[config.mk]
export PLATFORM = sky130hd
export DESIGN_NAME = data_ram_async
export DESIGN_NICKNAME = d
export VERILOG_FILES = /design/src/rtl/data_ram_async.sv
export SDC_FILE = /design/constraint.sdc
export NUM_CORES = 2
export LEC_CHECK = 0
export BUFFER_PORTS_ARGS = -buffer_cell sky130_fd_sc_hd__buf_4
export CAP_MARGIN = 20
export CORE_MARGIN = 3
export CORE_UTILIZATION = 44
export CTS_CLUSTER_SIZE = 25
export DETAILED_ROUTE_END_ITERATION = 10
export PLACE_DENSITY = 0.6
export SETUP_SLACK_MARGIN = 0.2
export SYNTH_ARGS = -nofsm -noshare
export SYNTH_HDL_FRONTEND = slang
export SYNTH_SLANG_ARGS = --single-unit
[constraint.sdc]
create_clock -name clk -period 12.05 [get_ports clk]
set_input_delay 3.615 -clock clk [delete_from_list [all_inputs] [get_ports clk]]
set_output_delay 3.615 -clock clk [all_outputs]
set_load 0.03 [all_outputs]
[src/rtl/data_ram_async.sv]
// Word-addressed data memory: synchronous full-word write, combinational read.
// Async active-low reset clears every word; addresses at or beyond DEPTH read 0 and ignore writes.
module data_ram_async #(
  parameter int DATA_WIDTH = 32,
  parameter int ADDR_WIDTH = 32,
  parameter int DEPTH      = 64
) (
  input  logic                  clk,
  input  logic                  rst_n,
  input  logic [ADDR_WIDTH-1:0] a,
  input  logic [DATA_WIDTH-1:0] d,
  input  logic                  we,
  output logic [DATA_WIDTH-1:0] spo
);

  localparam int IDX_W = (DEPTH > 1) ? $clog2(DEPTH) : 1;
  localparam logic [ADDR_WIDTH-1:0] DEPTH_A = ADDR_WIDTH'(DEPTH);

  // Storage starts at zero so reads are defined even before the first reset.
  logic [DATA_WIDTH-1:0] mem_reg [DEPTH] = '{default: '0};

  logic             in_range;
  logic [IDX_W-1:0] idx;

  // Full-width compare so any set upper address bit blocks access instead of aliasing.
  assign in_range = (a < DEPTH_A);
  assign idx      = a[IDX_W-1:0];

  always_ff @(posedge clk or negedge rst_n) begin
    if (!rst_n) begin
      for (int i = 0; i < DEPTH; i++) begin
        mem_reg[i] <= '0;
      end
    end else if (we && in_range) begin
      mem_reg[idx] <= d;
    end
  end

  // Combinational read path gives write-first visibility right after the edge.
  assign spo = (rst_n && in_range) ? mem_reg[idx] : '0;

endmodule

==> metrics.yaml <==
pwr:
  p_sw_mw: 3.55
  power_frac_comb: 0.061
  power.total_mw: 14.4
  portion_of_total_power_attributed_to_sequential_cells: 0.476
  power.density_nw_per_um2: 138
  internal_power_mw: 10.9
  static_leakage_nw: 50.3
  relative_contribution_of_the_clock_network_to_total_power: 0.463
  ir_worst_vdd_uv: 141
  p_sw_frac: 0.246
hold_path:
  min_delay_worst_endpoint: "mem_reg[713]$_DFFE_PN0P_"
  holdPathStages: 1
  hold_path_startpoint: "mem_reg[713]$_DFFE_PN0P_"
  holdCritPathClass: "reg2reg"
timing:
  rsz0062_at_grt: "no"
  fin_crit_ns: 11.03
  skew_ns: 0
  setup-tns-final_ns: 0
  setup_violations: 0
  max_transition_margin: 0.152
  layout_worst_path_cycle_share: 0.916
  fmaxAchievable_mhz: 90.6
  tightestPinTransition_ns: 1.24
  drv_slew: 0
  hold_viol_final: 0
global_routing:
  grtUsageTotal: 0.305
  grt_start_max_net_pins: 184
  grt_remaining_overflow: 0
  first_global_vias: 62600
  number_of_antenna_violations_at_the_first_check_in_global_routing: 18
  grt_first_pass_wirelength_um: 481000
die:
  floorplan.initialDensity: 0.443
  fp.dieH_um: 469
  rows: 169
  io_pins: 99
  width_of_the_die_um: 469
  die_area_um2: 220000
  placeableCoreArea_um2: 213000
setup_path:
  worstPathCellList: "buf_8 > buf_4 > mux2i_1 > nand2_1 > a31oi_1 > or4_1 > a2111oi_1 > buf_4 > buf_4"
  worstPathMaxFanout: 54
  timing.critical_path.buf_inv: 4
  timing.critical_path.slowest_stage_cell: "a2111oi_1"
  critical_path.reg2reg.startpoint: "mem_reg[1974]$_DFFE_PN0P_"
  crit_start: "a[0]"
  cp_data_arrival_time_ns: 7.42
  critical_path_cell_count: 9
  reg2reg_to: "mem_reg[1974]$_DFFE_PN0P_"
  crit_path_max_incr_delay_ns: 0.83
  cp.required_ns: 8.43
  classification_of_the_worst_setup_path: "in2out"
  worst_setup_path_end_kind: "output pin"
  reg2reg_setup_slack_ns: 11.26
  critical-path-top-delay-family: "buffers and inverters"
  critical_path.most_common_cell: "buf_4"
  reg2regPathDepth: 1
  startpoint_type: "input port"
cells_and_area:
  final_common_cell: "mux2_2"
  flip_flop_count_of_the_largest_register_all_copies_and_words_added: 2048
  syn_to_final_growth_pct: 10.7
  final_cell_mix: "mux2_2 (2,220), dfrtp_1 (2,048), o22ai_1 (297)"
  finalNetCount: 6634
  layout-drive-gt1-share: 0.459
  finish.instance_area_um2: 104000
synthesis:
  synth_sequential_area_ratio: 0.544
  postSynthCellCount: 6733
  async_reset_ff_frac: 1.00
  avgSynthCellArea_um2: 14.0
  syn_nets: 6800
  dominantRegCellSynth: "dfrtp_1"
  synth_enable_flop_cells: 0
  syn-cell-area_um2: 94200
  synthDistinctLibCells: 79
  ys_seq_elements: 2048
  yosys_synthesis_warning_count: 0
place:
  dp_hpwl_um: 198000
  place_area_um2: 97000
  gpl.final_weighted_congestion: 0.867
  placement.io_buffers: 98
clock_tree:
  cts.repair.resized: 0
  ctsHtreeMaxLevel: 4
  cts_tree: "built"
  cts_sinks: 2048
  cts.root.buffer_cell: "clkbuf_16"
  clock_latency_ns: 0.87
  post_cts.repair.setup_buffers: 0
  cts-hold-fix-buffers: 0
  cts_max_path_buffers: 3
  path_clk_slew_ns: 0.06
  cts_made_buffers: 217
flow_run:
  timing.max_cap.violations: 0
detailed_routing:
  dr.pass1.iters: 6
  detailedRoute.firstIterationViolations: 6745
  finalWirelength_um: 337000
  detailroute.via_count: 62100
  drtAntennaViolNets: 0
  remaining_drc_errors: 0
  avgViaCountPerCell: 6.49
  route.detailed.wl_per_inst_um: 35.3
outcome:
  result_of_the_run: "finished clean"
routing by layer:
metal / track usage / vias to the layer above / part of all wire
li1: - / 24600 / -
met1: 0.423 / 33700 / 0.42
met2: 0.454 / 2990 / 0.44
met3: 0.0716 / 803 / 0.088
met4: 0.144 / 6 / 0.054
met5: 0 / - / 0.000098
metrics by stage:
stage          utilization  hold slack (ns)  worst slack [ns]  std cells
2_1_floorplan            -            0.471              1.84       6733
3_3_place_gp         0.456            0.481             0.956       9157
3_5_place_dp         0.457            0.487              1.04       9163
4_1_cts              0.490            0.501              1.02       9550
5_1_grt              0.491            0.508             0.939       9559
6_report             0.491            0.497              1.02       9566
power groups by stage:
stage               clock network [mW]  registers (mW)  logic [mW]
floorplan                            0            7.00       0.403
global placement                     0            7.00       0.855
detailed placement                   0            7.00       0.858
CTS                               6.75            6.88       0.860
global route                      7.04            6.87       0.920
finish                            6.68            6.88       0.879
worst max-delay path by stage:
stage	end	slack [ns]
after floorplan	spo[16]	1.84
after global placement	spo[11]	0.96
after detailed placement	spo[6]	1.04
after CTS	spo[6]	1.02
after global routing	spo[6]	0.94
final	spo[6]	1.02
cell usage after synthesis, types with 9 or more instances:
master / count / area [um2]
buf_2: 114 / 571
buf_4: 248 / 1860
mux2_2: 2220 / 25000
mux4_2: 127 / 2860
buf_6: 18 / 203
clkbuf_8: 10 / 138
a2111oi_0: 11 / 96.3
a221oi_1: 22 / 193
nand2_1: 130 / 488
nor3_1: 14 / 70.1
a22oi_1: 36 / 270
a211oi_1: 59 / 443
mux4_1: 16 / 420
mux2i_1: 187 / 1870
and4_1: 9 / 78.8
nand2b_1: 10 / 62.6
o221ai_1: 133 / 1160
a21oi_1: 157 / 786
o21ai_0: 166 / 831
o22ai_1: 297 / 1860
dfrtp_1: 2048 / 51200
o22a_1: 39 / 342
a2bb2oi_1: 22 / 193
clkbuf_1: 264 / 991
o211ai_1: 10 / 75.1
a22o_1: 21 / 184
nor4_1: 11 / 68.8
nand3_1: 13 / 65.1
nor2_1: 163 / 612
buf_1: 50 / 188
cell type report:
cell class              count  area (um2)
flip-flops and latches   2048       51200
repair buffers            323        2910
multi-input cells        3974       39500
clock buffers             337        6480
clock inverters            50         564
well taps                2821        3530
fillers                 18300      108000
diodes                     10        25.0
inverters                   3        18.8
cell families after synthesis:
family,count (synthesis),share of synthesized area
simple gates,400,0.0193
compound gates,1021,0.0728
flops,2048,0.544
buf+inv,711,0.0425
mux,2553,0.321
Power figures use the tool's default switching activity.
